--- src/rtl/parking_sensor_ctrl_pkg.sv ---
`default_nettype none
// ============================================================================
// Module      : parking_sensor_ctrl_pkg
// Description : Shared register map, field widths, FSM encoding and helpers
//               for the parking-bay sensor controller.
// Revision    : 1.0 - initial release
// ============================================================================
package parking_sensor_ctrl_pkg;

    // Word register indices on the native bus
    localparam logic [2:0] ADDR_CTRL  = 3'd0;
    localparam logic [2:0] ADDR_PRESC = 3'd1;
    localparam logic [2:0] ADDR_STATE = 3'd2;
    localparam logic [2:0] ADDR_COUNT = 3'd3;
    localparam logic [2:0] ADDR_RISE  = 3'd4;
    localparam logic [2:0] ADDR_FALL  = 3'd5;
    localparam logic [2:0] ADDR_IRQEN = 3'd6;
    localparam logic [2:0] ADDR_RSVD  = 3'd7;

    // Field widths
    localparam int PRESC_W = 16;
    localparam int COUNT_W = 6;

    // Number of ticks spent filling the history before STATE is trusted
    localparam logic [1:0] WARMUP_TICKS = 2'd3;

    // Controller operating states
    typedef enum logic [1:0] {
        ST_DISABLED = 2'd0,
        ST_WARMUP   = 2'd1,
        ST_RUN      = 2'd2
    } fsm_state_e;

    // Number of set bits in a 32-bit word (0..32 fits in COUNT_W bits)
    function automatic logic [COUNT_W-1:0] f_popcount(input logic [31:0] v);
        logic [COUNT_W-1:0] n;
        n = '0;
        for (int i = 0; i < 32; i++) begin
            n = n + {{(COUNT_W-1){1'b0}}, v[i]};
        end
        return n;
    endfunction

endpackage : parking_sensor_ctrl_pkg
`default_nettype wire

--- src/rtl/iob_sync.sv ---
`default_nettype none
// ============================================================================
// Module      : iob_sync
// Description : Per-bit two-flop synchronizer for asynchronous inputs.
// Revision    : 1.0 - initial release
// ============================================================================
module iob_sync #(
    parameter int WIDTH = 1
) (
    input  logic             clk,
    input  logic             rst,
    input  logic [WIDTH-1:0] i_async,
    output logic [WIDTH-1:0] o_sync
);

    logic [WIDTH-1:0] r_meta;
    logic [WIDTH-1:0] r_sync;

    // Two back-to-back flops give metastability a full cycle to resolve
    always_ff @(posedge clk or posedge rst) begin
        if (rst) begin
            r_meta <= '0;
            r_sync <= '0;
        end else begin
            r_meta <= i_async;
            r_sync <= r_meta;
        end
    end

    assign o_sync = r_sync;

endmodule : iob_sync
`default_nettype wire

--- src/rtl/parking_sensor_ctrl.sv ---
`default_nettype none
// ============================================================================
// Module      : parking_sensor_ctrl
// Description : Parking-bay sensor debouncer with prescaled sampling, 3-deep
//               majority-free (unanimous) filtering, occupancy count, rise/
//               fall event latches and a native-bus register interface.
// Revision    : 1.0 - initial release
// ============================================================================
module parking_sensor_ctrl
    import parking_sensor_ctrl_pkg::*;
#(
    parameter int N_SENSORS = 32,
    parameter int DATA_W    = 32,
    parameter int PRESC_RST = 1000
) (
    input  logic                 clk,
    input  logic                 rst,
    input  logic [N_SENSORS-1:0] sensor_in,
    input  logic                 valid,
    input  logic [2:0]           address,
    input  logic [DATA_W-1:0]    wdata,
    input  logic [3:0]           wstrb,
    output logic [DATA_W-1:0]    rdata,
    output logic                 ready,
    output logic                 irq
);

    // ------------------------------------------------------------------
    // Declarations
    // ------------------------------------------------------------------
    logic [N_SENSORS-1:0] w_sync;

    logic                 r_en;
    logic [PRESC_W-1:0]   r_presc;
    logic [PRESC_W-1:0]   r_cnt;
    logic [N_SENSORS-1:0] r_state;
    logic [COUNT_W-1:0]   r_count;
    logic [N_SENSORS-1:0] r_rise;
    logic [N_SENSORS-1:0] r_fall;
    logic [N_SENSORS-1:0] r_irq_en;
    logic [N_SENSORS-1:0] r_hist0;
    logic [N_SENSORS-1:0] r_hist1;
    logic [N_SENSORS-1:0] r_hist2;
    logic                 r_eval;
    logic [1:0]           r_wtick;
    fsm_state_e           r_fsm;
    fsm_state_e           w_fsm_nxt;
    logic                 r_ready;
    logic                 r_irq;
    logic [DATA_W-1:0]    r_rdata;

    logic [31:0]          w_wdata32;
    logic [31:0]          w_bmask;
    logic [31:0]          w_wbits;
    logic                 w_wr;
    logic                 w_wr_presc;
    logic                 w_run_en;
    logic [PRESC_W-1:0]   w_presc_m1;
    logic                 w_tick;
    logic                 w_eval;
    logic                 w_warm_load;
    logic                 w_run_upd;
    logic [N_SENSORS-1:0] w_agree;
    logic [N_SENSORS-1:0] w_samp;
    logic [N_SENSORS-1:0] w_chg;
    logic [N_SENSORS-1:0] w_rise_set;
    logic [N_SENSORS-1:0] w_fall_set;
    logic [N_SENSORS-1:0] w_rise_clr;
    logic [N_SENSORS-1:0] w_fall_clr;
    logic [N_SENSORS-1:0] w_fall_clr_pk;
    logic [31:0]          w_rise_word;
    logic [31:0]          w_rd_word;

    // ------------------------------------------------------------------
    // Input synchronization
    // ------------------------------------------------------------------
    iob_sync #(
        .WIDTH   (N_SENSORS)
    ) u_sync (
        .clk     (clk),
        .rst     (rst),
        .i_async (sensor_in),
        .o_sync  (w_sync)
    );

    // ------------------------------------------------------------------
    // Bus write decode: byte strobes expand into a bit mask
    // ------------------------------------------------------------------
    assign w_wdata32  = 32'(wdata);
    assign w_bmask    = {{8{wstrb[3]}}, {8{wstrb[2]}}, {8{wstrb[1]}}, {8{wstrb[0]}}};
    assign w_wbits    = w_wdata32 & w_bmask;
    assign w_wr       = valid && (wstrb != 4'b0000);
    assign w_wr_presc = w_wr && (address == ADDR_PRESC);

    assign w_rise_clr = (w_wr && (address == ADDR_RISE)) ? w_wbits[N_SENSORS-1:0] : '0;
    assign w_fall_clr = ((w_wr && (address == ADDR_FALL)) ? w_wbits[N_SENSORS-1:0] : '0)
                      | w_fall_clr_pk;

    // Narrow configurations pack FALL into the upper half of the RISE word
    generate
        if (N_SENSORS <= 16) begin : g_packed
            assign w_rise_word   = {16'(r_fall), 16'(r_rise)};
            assign w_fall_clr_pk = (w_wr && (address == ADDR_RISE)) ?
                                   w_wbits[16 +: N_SENSORS] : '0;
        end else begin : g_split
            assign w_rise_word   = 32'(r_rise);
            assign w_fall_clr_pk = '0;
        end
    endgenerate

    // ------------------------------------------------------------------
    // Prescaler and sample history
    // ------------------------------------------------------------------
    assign w_run_en   = r_en && (r_fsm != ST_DISABLED);
    assign w_presc_m1 = (r_presc == '0) ? '0 : (r_presc - 16'd1);
    assign w_tick     = w_run_en && (r_cnt >= w_presc_m1);
    assign w_eval     = r_eval && w_run_en;

    // Free-running divider; held at zero while disabled or on reprogramming
    always_ff @(posedge clk or posedge rst) begin
        if (rst) begin
            r_cnt <= '0;
        end else if (!w_run_en || w_wr_presc || w_tick) begin
            r_cnt <= '0;
        end else begin
            r_cnt <= r_cnt + 16'd1;
        end
    end

    // Shift the synchronized vector into history on each tick; evaluate next cycle
    always_ff @(posedge clk or posedge rst) begin
        if (rst) begin
            r_hist0 <= '0;
            r_hist1 <= '0;
            r_hist2 <= '0;
            r_eval  <= 1'b0;
        end else if (!w_run_en) begin
            r_hist0 <= '0;
            r_hist1 <= '0;
            r_hist2 <= '0;
            r_eval  <= 1'b0;
        end else begin
            r_eval <= w_tick;
            if (w_tick) begin
                r_hist0 <= w_sync;
                r_hist1 <= r_hist0;
                r_hist2 <= r_hist1;
            end
        end
    end

    // Count warm-up ticks; cleared whenever warm-up is not in progress
    always_ff @(posedge clk or posedge rst) begin
        if (rst) begin
            r_wtick <= 2'd0;
        end else if (r_fsm != ST_WARMUP) begin
            r_wtick <= 2'd0;
        end else if (w_tick && (r_wtick != WARMUP_TICKS)) begin
            r_wtick <= r_wtick + 2'd1;
        end
    end

    // ------------------------------------------------------------------
    // Operating-state FSM
    // ------------------------------------------------------------------
    // State register
    always_ff @(posedge clk or posedge rst) begin
        if (rst) begin
            r_fsm <= ST_DISABLED;
        end else begin
            r_fsm <= w_fsm_nxt;
        end
    end

    // Next state plus the STATE load/update strobes
    always_comb begin
        w_fsm_nxt   = r_fsm;
        w_warm_load = 1'b0;
        w_run_upd   = 1'b0;
        case (r_fsm)
            ST_DISABLED: begin
                if (r_en) w_fsm_nxt = ST_WARMUP;
            end
            ST_WARMUP: begin
                if (!r_en) begin
                    w_fsm_nxt = ST_DISABLED;
                end else if (w_eval && (r_wtick == WARMUP_TICKS)) begin
                    w_warm_load = 1'b1;
                    w_fsm_nxt   = ST_RUN;
                end
            end
            ST_RUN: begin
                if (!r_en) begin
                    w_fsm_nxt = ST_DISABLED;
                end else begin
                    w_run_upd = w_eval;
                end
            end
            default: w_fsm_nxt = ST_DISABLED;
        endcase
    end

    // ------------------------------------------------------------------
    // Filtered state and events
    // ------------------------------------------------------------------
    assign w_samp     = r_hist0;
    assign w_agree    = (r_hist0 & r_hist1 & r_hist2) | ~(r_hist0 | r_hist1 | r_hist2);
    assign w_chg      = w_agree & (w_samp ^ r_state);
    assign w_rise_set = w_run_upd ? (w_chg &  w_samp) : '0;
    assign w_fall_set = w_run_upd ? (w_chg & ~w_samp) : '0;

    // STATE takes every unanimous bit: silently at warm-up end, with events in RUN
    always_ff @(posedge clk or posedge rst) begin
        if (rst) begin
            r_state <= '0;
        end else if (w_warm_load) begin
            r_state <= (r_state & ~w_agree) | (w_samp & w_agree);
        end else if (w_run_upd) begin
            r_state <= r_state ^ w_chg;
        end
    end

    // Occupancy count trails STATE by one cycle
    always_ff @(posedge clk or posedge rst) begin
        if (rst) begin
            r_count <= '0;
        end else begin
            r_count <= f_popcount(32'(r_state));
        end
    end

    // Event latches: a new event overrides a simultaneous write-one-to-clear
    always_ff @(posedge clk or posedge rst) begin
        if (rst) begin
            r_rise <= '0;
            r_fall <= '0;
        end else begin
            r_rise <= (r_rise & ~w_rise_clr) | w_rise_set;
            r_fall <= (r_fall & ~w_fall_clr) | w_fall_set;
        end
    end

    // Interrupt is a registered OR of enabled pending events
    always_ff @(posedge clk or posedge rst) begin
        if (rst) begin
            r_irq <= 1'b0;
        end else begin
            r_irq <= |((r_rise | r_fall) & r_irq_en);
        end
    end

    // ------------------------------------------------------------------
    // Register file and bus response
    // ------------------------------------------------------------------
    // Read-write configuration registers with per-byte strobes
    always_ff @(posedge clk or posedge rst) begin
        if (rst) begin
            r_en     <= 1'b0;
            r_presc  <= PRESC_W'(PRESC_RST);
            r_irq_en <= '0;
        end else if (w_wr) begin
            if (address == ADDR_CTRL) begin
                r_en <= (r_en & ~w_bmask[0]) | w_wbits[0];
            end
            if (address == ADDR_PRESC) begin
                r_presc <= (r_presc & ~w_bmask[PRESC_W-1:0]) | w_wbits[PRESC_W-1:0];
            end
            if (address == ADDR_IRQEN) begin
                r_irq_en <= (r_irq_en & ~w_bmask[N_SENSORS-1:0]) | w_wbits[N_SENSORS-1:0];
            end
        end
    end

    // Read multiplexer; unimplemented bits read as zero
    always_comb begin
        w_rd_word = 32'd0;
        case (address)
            ADDR_CTRL:  w_rd_word = {31'd0, r_en};
            ADDR_PRESC: w_rd_word = {16'd0, r_presc};
            ADDR_STATE: w_rd_word = 32'(r_state);
            ADDR_COUNT: w_rd_word = {26'd0, r_count};
            ADDR_RISE:  w_rd_word = w_rise_word;
            ADDR_FALL:  w_rd_word = 32'(r_fall);
            ADDR_IRQEN: w_rd_word = 32'(r_irq_en);
            ADDR_RSVD:  w_rd_word = 32'd0;
            default:    w_rd_word = 32'd0;
        endcase
    end

    // Single-cycle acknowledge with registered read data
    always_ff @(posedge clk or posedge rst) begin
        if (rst) begin
            r_ready <= 1'b0;
            r_rdata <= '0;
        end else begin
            r_ready <= valid;
            if (valid) begin
                r_rdata <= DATA_W'(w_rd_word);
            end
        end
    end

    assign rdata = r_rdata;
    assign ready = r_ready;
    assign irq   = r_irq;

endmodule : parking_sensor_ctrl
`default_nettype wire

--- config.mk ---
export PLATFORM = sky130hd
export DESIGN_NAME = parking_sensor_ctrl
export DESIGN_NICKNAME = d
export VERILOG_FILES = /design/src/rtl/parking_sensor_ctrl_pkg.sv /design/src/rtl/iob_sync.sv /design/src/rtl/parking_sensor_ctrl.sv
export SDC_FILE = /design/constraint.sdc
export NUM_CORES = 1
export LEC_CHECK = 0
export ABC_CLOCK_PERIOD_IN_PS = 20800
export CAP_MARGIN = 10
export CORE_MARGIN = 2
export CORE_UTILIZATION = 49
export CTS_CLUSTER_DIAMETER = 80
export DETAILED_ROUTE_END_ITERATION = 10
export HOLD_SLACK_MARGIN = 0.05
export PLACE_DENSITY = 0.68
export SLEW_MARGIN = 30
export SYNTH_ARGS = -nofsm -noshare
export SYNTH_HDL_FRONTEND = slang
export SYNTH_SLANG_ARGS = --single-unit
--- constraint.sdc ---
create_clock -name clk -period 20.8 [get_ports clk]
set_input_delay 6.24 -clock clk [delete_from_list [all_inputs] [get_ports clk]]
set_output_delay 6.24 -clock clk [all_outputs]
set_load 0.02 [all_outputs]
==> results by group <==
Logic synthesis
  – Syn nets: 1544
  – Number of distinct standard cells referenced by the synthesized netlist: 55
  – Top cells by area, synth: sky130_fd_sc_hd__dfrtp_1 55%, sky130_fd_sc_hd__a22o_1 6.8%, sky130_fd_sc_hd__mux2_2 4.2%, sky130_fd_sc_hd__fa_1 2.9%, sky130_fd_sc_hd__nand2_1 2.6%
  – Sequential share of the synthesized area: 56.1%
  – Yosys warnings: 0
  – Post-synthesis async set-or-reset flop share: 100%
  – Fraction of synthesized cell area taken by the top area cell type: 55.1%
  – Number of synthesized flops with an enable pin: 0
  – Flops & latches, synth: 366
  – Total standard cell area after synthesis: 16300 µm²
  – Yosys top cell by area: sky130_fd_sc_hd__dfrtp_1
  – Average instance area after synthesis: 11.5 µm²
  – Cell count after synthesis: 1419
  – Dominant synthesized flop cell: sky130_fd_sc_hd__dfrtp_1

Cells and area
  – # nets final: 1642
  – Diodes inserted: 0
  – Share of cells above drive strength 1: 10.4%
  – Area growth from synthesis to layout: 17.2%
  – Final std cell area, no fill: 19200 µm²
  – Filler instances: 2731

Worst setup path
  – Critical Path End Type: flip-flop
  – Critical path startpoint: address[0]
  – Category of the most critical setup path: in2reg
  – CP Max Fanout: 21
  – Required time at the worst-slack endpoint: 21210 ps
  – Signal arrival time at the worst endpoint: 9490 ps
  – Element type at the critical path start: primary input

STA
  – Final worst slack: 11720 ps
  – Setup repair after global routing missed its margin: false
  – WHS: 344 ps
  – Highest Clock Rate: 0.110 GHz
  – Transition time at the pin with the least slew margin: 984 ps
  – Skew final: 11.6 ps
  – Worst max-slew margin expressed relative to the limit: 34.3%
  – Setup Viol. Count Final: 0
  – Min Tclk post-route: 9080 ps
  – Period utilisation layout: 43.6%
  – Hold Violations, Final: 0
  – Count of final max-slew check failures: 0
  – Fin Setup TNS: 0 ps

Worst hold path
  – Path category of the worst min-delay check: reg2reg
  – Hold_sp: u_sync.r_meta[7]

Global route
  – Number of antenna violations at the first check in global routing: 0
  – Global-route wire length before repair: 67800 µm
  – Pin count of the biggest net entering global routing: 147
  – Overall track demand over capacity in global routing: 24.6%
  – Vias in the first global route: 11800
  – Congestion Overflow GR: 0

Run status
  – Outcome: completed

Detailed routing
  – Highest metal layer used by the detailed router: met4
  – Post-route ant nets: 0
  – Number of DRC violations after detailed-routing iteration 0: 1300
  – Detailed-route DRC error count: 0
  – Routed wire length per instance: 21.4 µm
  – Via count normalized by instance count: 6.04
  – Total length of routed met2 wires: 18300 µm
  – Number of search-and-repair iterations in the first detailed-routing pass: 5
  – Wire length reported by the detailed router: 42600 µm
  – Via count of the routed design: 12000
  – Metal-1 WL: 20200 µm
  – Routed met3 length: 2960 µm

Place
  – Placed wire-length estimate: 29100 µm
  – Port bufs: 107
  – Placed instance area: 17800 µm²
  – Weighted congestion reported at the end of routability-driven placement: 0.874
  – Pre-CTS worst setup slack: 11280 ps

Die
  – Boundary pin count: 108
  – Chip Height: 187 µm
  – Core Area: 32700 µm²
  – Site row count: 66
  – Initial core utilization: 50.0%
  – Die outline area: 34800 µm²
  – Chip width: 187 µm

Clocking
  – Quantity of gates resized following cts: 0
  – Clock sinks: 366
  – Postcts setup bufs: 0
  – Cell at the root of the clock tree: sky130_fd_sc_hd__clkbuf_16
  – Clock input transition at the sequential cells of the worst setup and hold paths: 60 ps
  – Maximum number of buffers from clock root to sink: 3
  – Worst-skew pair later-pin latency: 530 ps
  – CTS tree: yes
  – Total of hold buffers inserted after clock tree synthesis: 0
  – Number of CTS-inserted buffers: 41
  – Level count of the clock H-tree: 2

Power
  – Leakage: 8.09 nW
  – Power per unit of standard cell area: 89.9 nW/µm²
  – Worst IR drop on VDD: 51.6 µV

Job
  – Number of maximum-capacitance constraint violations: 0
==> report_power, final <==
part	internal [mW]	total, mW	leakage, nW	switching (mW)
Sequential	0.765	0.811	4.73	0.0462
Combinational	0.0895	0.202	2.69	0.112
Clock	0.424	0.708	0.663	0.284
Total	1.28	1.72	8.09	0.442
==> cells by family (layout without fill, tap and decap cells) <==
logic type               after synthesis  in the layout  share of synthesized area [%]
flip-flops                           366            366                           56.1
adder cells (fa/ha/maj)               51             51                           5.01
buffers and inverters                155            284                           3.98
AO/OA/AOI/OAI                        399            399                           17.9
multiplexers                          70             70                           4.76
XOR/XNOR                              29             29                           1.55
AND/OR/NAND/NOR                      349            349                           10.7
==> worst paths after layout <==
kind / end / slack (ps) / cells after the start
setup / recovery: flip-flop / 11720 / 5
hold / removal: u_sync.o_sync[7] / 340 / 0
setup reg to reg: r_count[4] / 15810 / 15
hold reg to reg: u_sync.o_sync[7] / 340 / 0
max in group asynchronous: r_rise[8] / 13370 / 3
min in group asynchronous: u_sync.r_meta[2] / 6240 / 2
==> synth_stat cells (all sizes together), types with 26 or more instances <==
library cell  number
dfrtp            360
a22o             127
nand2            112
inv               90
nor2              69
mux2              61
a31oi             53
o21ai             53
a22oi             47
nor3              44
clkbuf            39
nand4             35
a21oi             33
nor4              33
o2bb2ai           32
ha                27
buf               26
==> per-stage QoR <==
stage	instances	power, mW	util [%]
floorplan	1419	0.946	-
global placement	1915	1.02	54.4
detailed placement	1916	1.02	54.4
CTS	1990	1.73	58.5
global route	1990	1.79	58.6
finish	1990	1.72	58.6
==> final cells by class <==
cell class / count / area, µm² / area share (%)
clock buffers: 66 / 1290 / 6.75
clock inverters: 8 / 46.3 / 0.242
inverters: 90 / 350 / 1.83
multi-input cells: 898 / 6570 / 34.3
flip-flops and latches: 366 / 9170 / 47.9
well taps: 442 / 553 / 2.89
repair buffers: 120 / 1180 / 6.15
==> per-layer routing <==
metal,up-vias,track usage [%]
met5,-,0
met4,0,7.63
met3,76,3.71
met2,459,35.5
met1,6028,38.3
li1,5457,-
==> placed cells by master (no fill, tap or decap), types with 11 or more instances in the layout <==
cell,instances
sky130_fd_sc_hd__fa_1,24
sky130_fd_sc_hd__clkdlybuf4s50_1,106
sky130_fd_sc_hd__xnor2_1,18
sky130_fd_sc_hd__o22ai_1,24
sky130_fd_sc_hd__a21oi_1,32
sky130_fd_sc_hd__nand4_1,34
sky130_fd_sc_hd__a22o_1,127
sky130_fd_sc_hd__nor2_1,67
sky130_fd_sc_hd__nand2_1,112
sky130_fd_sc_hd__dfrtp_1,360
sky130_fd_sc_hd__a22oi_1,47
sky130_fd_sc_hd__clkbuf_8,13
sky130_fd_sc_hd__nor3_1,43
sky130_fd_sc_hd__ha_1,27
sky130_fd_sc_hd__xor2_1,11
sky130_fd_sc_hd__o2bb2ai_1,32
sky130_fd_sc_hd__nor4_1,33
sky130_fd_sc_hd__clkbuf_16,43
sky130_fd_sc_hd__o21ai_0,53
sky130_fd_sc_hd__inv_1,89
sky130_fd_sc_hd__a31oi_1,52
sky130_fd_sc_hd__mux2_2,61
==> worst max-delay path: stages <==
cell,delay [ps]
sky130_fd_sc_hd__clkdlybuf4s50_1,840
sky130_fd_sc_hd__nor2b_1,870
sky130_fd_sc_hd__nand2_1,400
sky130_fd_sc_hd__nor2_1,720
sky130_fd_sc_hd__mux2_2,410
Power figures use the tool's default switching activity.
